<file path="config.mk">
export PLATFORM = sky130hd
export DESIGN_NAME = ram_bus_arbiter
export DESIGN_NICKNAME = d
export VERILOG_FILES = /design/src/rtl/ram_bus_pkg.sv /design/src/rtl/ram_bus_arbiter_rr_pick2.sv /design/src/rtl/ram_bus_arbiter.sv
export SDC_FILE = /design/constraint.sdc
export NUM_CORES = 1
export LEC_CHECK = 0
export ABC_CLOCK_PERIOD_IN_PS = 2300
export BUFFER_PORTS_ARGS = -buffer_cell sky130_fd_sc_hd__buf_2
export CORE_MARGIN = 2
export CORE_UTILIZATION = 44
export DETAILED_ROUTE_END_ITERATION = 6
export PLACE_DENSITY = 0.9
export SLEW_MARGIN = 30
export SYNTH_ARGS = -nofsm -noshare
export SYNTH_HDL_FRONTEND = slang
export SYNTH_SLANG_ARGS = --single-unit
</file>
<file path="constraint.sdc">
create_clock -name clk -period 2.3 [get_ports clk]
set_clock_uncertainty 0.05 [all_clocks]
set_input_delay 0.46 -clock clk [delete_from_list [all_inputs] [get_ports clk]]
set_output_delay 0.46 -clock clk [all_outputs]
set_load 0.05 [all_outputs]
</file>
<file path="src/rtl/ram_bus_pkg.sv">
// Shared types and constants for the two-master RAM bus arbiter.
package ram_bus_pkg;

    localparam int ADDR_W = 16;
    localparam int DATA_W = 32;

    typedef enum logic [1:0] {
        ST_IDLE    = 2'd0,
        ST_ACCESS  = 2'd1,
        ST_RELEASE = 2'd2
    } state_t;

    typedef logic master_idx_t;

    localparam master_idx_t M0 = 1'b0;
    localparam master_idx_t M1 = 1'b1;

    // Word accesses only: the two byte-offset bits must be zero.
    function automatic logic addr_aligned(input logic [1:0] lsb);
        return (lsb == 2'b00);
    endfunction

endpackage

</file>
<file path="src/rtl/ram_bus_arbiter_rr_pick2.sv">
// Combinational two-way round-robin picker; on a tie the master not granted last wins.
module rr_pick2
    import ram_bus_pkg::*;
(
    input  logic [1:0]  req,
    input  master_idx_t last,
    output logic        grant,
    output master_idx_t idx
);

    // Winner selection from the request vector and the last-granted index.
    always_comb begin
        grant = |req;
        idx   = M0;
        case (req)
            2'b01:   idx = M0;
            2'b10:   idx = M1;
            2'b11:   idx = (last == M0) ? M1 : M0;
            default: idx = M0;
        endcase
    end

endmodule

</file>
<file path="src/rtl/ram_bus_arbiter.sv">
// Two-master arbiter for a single-ported RAM slave with misalignment and timeout aborts.
module ram_bus_arbiter
    import ram_bus_pkg::*;
#(
    parameter int TIMEOUT = 16
) (
    input  logic              clk,
    input  logic              reset,
    input  logic              m0_req,
    input  logic              m0_rw,
    input  logic [ADDR_W-1:0] m0_addr,
    input  logic [DATA_W-1:0] m0_wdata,
    output logic              m0_ack,
    output logic              m0_err,
    output logic [DATA_W-1:0] m0_rdata,
    input  logic              m1_req,
    input  logic              m1_rw,
    input  logic [ADDR_W-1:0] m1_addr,
    input  logic [DATA_W-1:0] m1_wdata,
    output logic              m1_ack,
    output logic              m1_err,
    output logic [DATA_W-1:0] m1_rdata,
    output logic              s_cs,
    output logic              s_rw,
    output logic [ADDR_W-1:0] s_addr,
    output logic [DATA_W-1:0] s_wdata,
    input  logic              s_ready,
    input  logic [DATA_W-1:0] s_rdata,
    output logic              busy
);

    localparam int CNT_W = $clog2(TIMEOUT + 1);
    localparam logic [CNT_W-1:0] CNT_MAX = CNT_W'(TIMEOUT);

    state_t            state_r;
    state_t            next_state_s;
    logic [CNT_W-1:0]  cnt_r;
    master_idx_t       last_r;
    master_idx_t       cur_idx_r;
    master_idx_t       pick_idx_s;
    master_idx_t       win_idx_s;
    logic              pick_valid_s;
    logic              sel_rw_s;
    logic [ADDR_W-1:0] sel_addr_s;
    logic [DATA_W-1:0] sel_wdata_s;
    logic              start_ok_s;
    logic              start_bad_s;
    logic              done_ok_s;
    logic              done_to_s;
    logic              finish_s;
    logic              m0_ack_d_s;
    logic              m1_ack_d_s;
    logic              err_d_s;
    logic [DATA_W-1:0] rdata_d_s;
    logic              s_cs_d_s;

    rr_pick2 u_pick (
        .req   ({m1_req, m0_req}),
        .last  (last_r),
        .grant (pick_valid_s),
        .idx   (pick_idx_s)
    );

    assign sel_rw_s    = (pick_idx_s == M1) ? m1_rw    : m0_rw;
    assign sel_addr_s  = (pick_idx_s == M1) ? m1_addr  : m0_addr;
    assign sel_wdata_s = (pick_idx_s == M1) ? m1_wdata : m0_wdata;

    // Timeout fires in the cycle the count already equals TIMEOUT and s_ready is still low.
    assign start_ok_s  = (state_r == ST_IDLE) && pick_valid_s && addr_aligned(sel_addr_s[1:0]);
    assign start_bad_s = (state_r == ST_IDLE) && pick_valid_s && !addr_aligned(sel_addr_s[1:0]);
    assign done_ok_s   = (state_r == ST_ACCESS) && s_ready;
    assign done_to_s   = (state_r == ST_ACCESS) && !s_ready && (cnt_r == CNT_MAX);
    assign finish_s    = start_bad_s | done_ok_s | done_to_s;
    assign win_idx_s   = (state_r == ST_IDLE) ? pick_idx_s : cur_idx_r;

    // FSM state register.
    always_ff @(posedge clk) begin
        if (reset) begin
            state_r <= ST_IDLE;
        end else begin
            state_r <= next_state_s;
        end
    end

    // Next-state logic.
    always_comb begin
        next_state_s = state_r;
        case (state_r)
            ST_IDLE: begin
                if (start_ok_s) begin
                    next_state_s = ST_ACCESS;
                end else if (start_bad_s) begin
                    next_state_s = ST_RELEASE;
                end else begin
                    next_state_s = ST_IDLE;
                end
            end
            ST_ACCESS: begin
                if (done_ok_s || done_to_s) begin
                    next_state_s = ST_RELEASE;
                end else begin
                    next_state_s = ST_ACCESS;
                end
            end
            ST_RELEASE: next_state_s = ST_IDLE;
            default:    next_state_s = ST_IDLE;
        endcase
    end

    // Next values of the registered outputs; only the winner's ack is raised.
    always_comb begin
        m0_ack_d_s = 1'b0;
        m1_ack_d_s = 1'b0;
        err_d_s    = start_bad_s | done_to_s;
        rdata_d_s  = {DATA_W{1'b0}};
        s_cs_d_s   = (next_state_s == ST_ACCESS);
        if (finish_s) begin
            if (win_idx_s == M1) begin
                m1_ack_d_s = 1'b1;
            end else begin
                m0_ack_d_s = 1'b1;
            end
        end else begin
            m0_ack_d_s = 1'b0;
            m1_ack_d_s = 1'b0;
        end
        if (done_ok_s && s_rw) begin
            rdata_d_s = s_rdata;
        end else begin
            rdata_d_s = {DATA_W{1'b0}};
        end
    end

    // Output registers.
    always_ff @(posedge clk) begin
        if (reset) begin
            s_cs     <= 1'b0;
            busy     <= 1'b0;
            m0_ack   <= 1'b0;
            m0_err   <= 1'b0;
            m0_rdata <= {DATA_W{1'b0}};
            m1_ack   <= 1'b0;
            m1_err   <= 1'b0;
            m1_rdata <= {DATA_W{1'b0}};
        end else begin
            s_cs     <= s_cs_d_s;
            busy     <= (next_state_s != ST_IDLE);
            m0_ack   <= m0_ack_d_s;
            m0_err   <= m0_ack_d_s & err_d_s;
            m0_rdata <= m0_ack_d_s ? rdata_d_s : {DATA_W{1'b0}};
            m1_ack   <= m1_ack_d_s;
            m1_err   <= m1_ack_d_s & err_d_s;
            m1_rdata <= m1_ack_d_s ? rdata_d_s : {DATA_W{1'b0}};
        end
    end

    // Grant bookkeeping, latched slave request and the access cycle counter.
    always_ff @(posedge clk) begin
        if (reset) begin
            last_r    <= M1;
            cur_idx_r <= M0;
            cnt_r     <= {CNT_W{1'b0}};
            s_rw      <= 1'b0;
            s_addr    <= {ADDR_W{1'b0}};
            s_wdata   <= {DATA_W{1'b0}};
        end else begin
            if ((state_r == ST_IDLE) && pick_valid_s) begin
                last_r    <= pick_idx_s;
                cur_idx_r <= pick_idx_s;
            end
            if (start_ok_s) begin
                s_rw    <= sel_rw_s;
                s_addr  <= sel_addr_s;
                s_wdata <= sel_wdata_s;
            end
            if ((state_r == ST_ACCESS) && (next_state_s == ST_ACCESS)) begin
                cnt_r <= cnt_r + CNT_W'(1);
            end else begin
                cnt_r <= {CNT_W{1'b0}};
            end
        end
    end

endmodule

</file>
# == After elaboration in Yosys (flattened, before gate mapping) ==
# Cells that the tools add are included.
# op_classes
addsub,1
n_eq_ne,5
mux,15
bitwise,8
n_reduce_logical,18
# op_table
op,n
$mux 32,2
$mux 16,1
$logic_and 1x1->1,8
$reduce_or 2->1,4
$mux 1,7
$mux 2,3
$add 5x1->5 const B,1
$eq 5x5->1 const B,1
$eq 2x1->1 const B,2
$eq 2x2->1 const B,2
$logic_not 2->1,2
$pmux 2 s2,1
$not 1->1,3
$or 1x1->1,3
$and 1x1->1,2
$logic_not 1->1,2
$pmux 1 s2,1
$reduce_bool 2->1,1
$logic_or 1x1->1,1
# word_totals
register_bits,128
inputBits,135
elab_cells,62

# == Logic depth before layout (Yosys ltp) ==
# logic_depth
word_depth,13
mapped_depth,7
ltp_nobuf,6

# == Hierarchy ==
# A second synthesis with hierarchy kept.
# unflattened
hier_cells,521
hier_area_um2,5395.2
# modules_own_cells
mod,n_inst,cells_each,area_per_inst_um2,seq_area_each_um2
ram_bus_arbiter,1,519,5381.4,2562.5
rr_pick2,1,2,13.8,0.0

# == Worst setup path before layout ==
# OpenSTA, ideal clock, no wires.
# synth_path
path_kind,input to register
from,input m1_req
to,register s_addr[2]
setup_ps,88
arrival_ps,1696
t_required_ps,2162
path_slack_ps,466
path_stages,7
path_cell_list,a21boi_2 -> mux2_4 -> and2_1 -> clkbuf_1 -> buf_6 -> buf_6 -> a311oi_2
# synth_via
elab_chain_len,5
elab_cells_between_ends,8
cone_classes,eq/ne (2); mux (2); reduce/logical (4)
# synth_rtl
item,line,source
start: declaration,ram_bus_arbiter.sv:16,"input logic m1_req,"
$eq 2x2->1,ram_bus_arbiter_rr_pick2.sv:15,case (req)
$pmux 1 s2,ram_bus_arbiter_rr_pick2.sv:15,
$mux 16,ram_bus_arbiter.sv:65,assign sel_addr_s = (pick_idx_s == M1) ? m1_addr : m0_addr;
$logic_not 2->1,ram_bus_pkg.sv:20,return (lsb == 2'b00);
$logic_and 1x1->1,ram_bus_arbiter.sv:69,assign start_ok_s = (state_r == ST_IDLE) && pick_valid_s && addr_aligned(sel_addr_s[1:0]);
end signal: assignment,ram_bus_arbiter.sv:164,s_addr <= {ADDR_W{1'b0}};
end signal: assignment,ram_bus_arbiter.sv:173,s_addr <= sel_addr_s;
end: declaration,ram_bus_arbiter.sv:25,"output logic [ADDR_W-1:0] s_addr,"
# Parallel ways exist; a longest one is shown, timed or not.
# A chain may end at the register's enable or synchronous reset.

# == Worst setup path after layout ==
# layout_path
from,register last_r
to,register s_addr[7]
# layout_via
elab_chain_len,5
# layout_rtl
item,line,source
start: declaration,ram_bus_arbiter.sv:38,master_idx_t last_r;
start signal: assignment,ram_bus_arbiter.sv:168,last_r <= pick_idx_s;
$mux 1 (*),ram_bus_arbiter_rr_pick2.sv:18,2'b11: idx = (last == M0) ? M1 : M0;
$pmux 1 s2 (*),ram_bus_arbiter_rr_pick2.sv:15,
$mux 16 (*),ram_bus_arbiter.sv:65,
$logic_not 2->1,ram_bus_pkg.sv:20,
$logic_and 1x1->1,ram_bus_arbiter.sv:69,
# Every way passes the cells marked *; elsewhere a longest branch is shown, timed or not.

==> impl_metrics.json <==
{
  "finalSetupViolCount": 0,
  "fill_cells": 798,
  "period_share_pct": 81.8,
  "clkSinkCount": 128,
  "portBuffers": 253,
  "worst_setup_path_end_kind": "flip-flop",
  "cts_tree": "done",
  "p_int_mw": 4.40,
  "grt_pass1_wl_um": 20200,
  "die-area_mm2": 0.0111,
  "holdCritPathClass": "in2reg",
  "worstPathArrival_ns": 2.21,
  "hold_path_depth": 3,
  "io-pin-count": 254,
  "drt-total-wl_um": 12800,
  "yosysUniqueCellTypes": 31,
  "dieHeight_um": 105,
  "hold_viol": 0,
  "crit_path_start_kind": "flip-flop",
  "worst_pin_slew_ns": 0.634,
  "antenna_found_initial": 0,
  "tns_ns": 0,
  "cp_max_fo": 33,
  "core_mm2": 0.00986,
  "grt_max_degree": 57,
  "start_util_pct": 45.6,
  "hpwl_um": 9290,
  "synth_nets": 644,
  "p_seq_share_pct": 38.3,
  "fp.dieW_um": 105,
  "first_pass_iters": 4,
  "rsz0062_at_grt": "false",
  "clkTransAtPathRegs_ns": 0.06,
  "irDropWorstVdd_mv": 0.524,
  "period_minus_slack_ns": 1.88,
  "cts-hold-fix-buffers": 0,
  "place_inst": 863,
  "clockRootBuffer": "clkbuf_8",
  "avgRoutedWirePerCell_um": 14.3,
  "cap_viol_max_count": 0,
  "switching_share_pct": 28.4,
  "multiInputGateArea_mm2": 0.00177,
  "nets": 886,
  "grt_usage_pct": 22.9,
  "slew_violations": 0,
  "grt_pass1_vias": 4230,
  "p_leak_nw": 3.17,
  "outcome": "complete, no violations",
  "yosysWarnings": 0,
  "r2r_slack_ns": 0.42,
  "rr_startpoint": "last_r",
  "syn2layout_area_growth_pct": 45.1,
  "slew_headroom_pct": 57.7,
  "power.switching_mw": 1.75,
  "drc": 0,
  "ant_nets": 0,
  "post_cts_buffers": 0,
  "num_vias": 4453,
  "layout.cells.non_filler": 895,
  "drt-initial-drc-count": 235,
  "fmax_mhz": 532,
  "synth-seq-area-share_pct": 56.9,
  "power_density_mw_per_mm2": 942,
  "critPathKind": "reg2reg",
  "synthCells": 507,
  "grt_overflow": 0,
  "drive_above_1_share_pct": 41.1,
  "clk_latency_ns": 0.48,
  "cts_buffers": 17,
  "cts_max_level": 4,
  "r2r_end": "s_addr[7]",
  "num_antenna_cells": 0,
  "rows": 36,
  "min-delay-start": "s_rdata[8]",
  "combPwrFrac_pct": 15.6,
  "synth-seq-cells": 128,
  "gp_congestion": 0.777,
  "clkPwrFrac_pct": 46.1,
  "netlist_area_mm2": 0.00450,
  "ctsResizeCount": 0,
  "reg2reg_depth": 5,
  "worstPathRequired_ns": 2.63,
  "vias_per_cell": 4.98,
  "cts_buffer_depth": 2,
  "syn_avg_cell_area_um2": 8.88,
  "hold_end": "m0_rdata[8]",
  "final-seq-area_mm2": 0.00256
}
[logic make-up (layout without fill, tap and decap cells)]
kind of cell / count (synthesis) / after routing / synth area share [%]
AND/OR/NAND/NOR: 224 / 224 / 19.6
multiplexers: 3 / 3 / 0.806
buffers and inverters: 45 / 300 / 4.42
XOR/XNOR: 3 / 3 / 0.584
flip-flops: 128 / 128 / 56.9
AO/OA/AOI/OAI: 102 / 102 / 17.1
adder cells (fa/ha/maj): 2 / 2 / 0.556
[registers in the layout, indices dropped and copies added (netlist names)]
| signal | count |
|---|---|
| busy | 1 |
| cnt_r | 5 |
| cur_idx_r | 1 |
| last_r | 1 |
| m0_ack | 1 |
| m0_err | 1 |
| m0_rdata | 32 |
| m1_ack | 1 |
| m1_err | 1 |
| m1_rdata | 32 |
| s_addr | 16 |
| s_cs | 1 |
| s_rw | 1 |
| s_wdata | 32 |
| state_r | 2 |
[layer usage]
metal	track usage, %	wire, µm
met5	0	0
met4	8.29	203
met1	26.0	5060
met2	40.8	6680
met3	6.36	866
[stage by stage]
step	setup WS [ns]	hold slack, ns	power, mW	instance area, µm²	utilization [%]
after floorplan	0.466	0.380	3.04	4500	-
after global placement	0.248	0.395	3.35	5880	59.6
after detailed placement	0.176	0.420	3.37	5900	59.8
after CTS	0.399	0.124	6.21	6540	66.2
after global routing	0.336	0.119	6.40	6540	66.2
final	0.419	0.158	6.15	6540	66.2
[how the worst max path moves through the flow]
stage                     slack, ns  startpoint      endpoint  cells past startpoint
after floorplan                0.47      m1_req     s_addr[2]                      7
after global routing           0.34  state_r[0]  m0_rdata[12]                      6
final                          0.42      last_r     s_addr[7]                      5
after global placement         0.25      m1_req        m1_err                      6
after detailed placement       0.18      m1_req     s_addr[7]                      6
after CTS                      0.40      last_r     s_addr[7]                      5
[critical path, cell delays in order, from the launching register on]
cell and delay (ns):
dfxtp_1 0.36, a21boi_4 0.23, mux2_4 0.33, and2_2 0.30, buf_12 0.23, a311oi_1 0.27
[power by group through the flow]
stage / registers [mW] / logic (mW) / clock network, mW
after global routing: 2.36 / 1.03 / 3.01
final: 2.35 / 0.960 / 2.84
after global placement: 2.40 / 0.948 / 0
after detailed placement: 2.40 / 0.964 / 0
after CTS: 2.36 / 0.965 / 2.89
after floorplan: 2.68 / 0.357 / 0
[cells in the final DEF, fill, tap and decap left out, types with 2 or more instances in the layout]
cell / n
nand3_1: 2
nor2_1: 77
buf_2: 253
a21oi_1: 48
buf_4: 9
clkinv_4: 2
inv_8: 3
ha_1: 2
buf_12: 2
inv_6: 5
and3_1: 2
inv_1: 3
a311oi_2: 10
a311oi_1: 37
nor3b_1: 3
o21ai_0: 2
clkbuf_16: 16
nor3_1: 4
dfxtp_1: 128
nand2_1: 132
xor2_1: 2
bufinv_16: 4
[cell type report]
class,instances,share of cell area [%]
timing repair buffer,265,21.3
sequential,128,39.2
clock inverter,15,3.41
tap,133,2.55
multi-input combinational,334,27.1
clock buffer,17,6.34
inverter,3,0.172
[synth_stat cells]
master / n / share of area [%]
clkbuf_1: 23 / 1.9
nor3_1: 4 / 0.44
mux2i_1: 1 / 0.22
and3_1: 2 / 0.28
nor2_1: 77 / 6.4
o21ai_0: 2 / 0.22
buf_1: 5 / 0.42
buf_6: 2 / 0.50
mux2_4: 1 / 0.33
a311oi_1: 37 / 7.2
xnor2_1: 1 / 0.19
inv_1: 3 / 0.25
nand3_1: 2 / 0.22
o32a_1: 1 / 0.22
nor2b_1: 1 / 0.14
xor2_1: 2 / 0.39
and2_1: 1 / 0.14
nand2_1: 132 / 11
buf_2: 12 / 1.3
a21boi_2: 1 / 0.25
nor3_2: 1 / 0.22
a311oi_2: 10 / 3.3
ha_1: 2 / 0.56
dfxtp_1: 128 / 57
nor3b_1: 3 / 0.50
mux2_2: 1 / 0.25
a22oi_1: 1 / 0.17
a221o_1: 1 / 0.22
o31a_1: 1 / 0.19
nor4bb_1: 1 / 0.22
a21oi_1: 48 / 5.3
No activity file was read; power rests on OpenSTA's default activity.
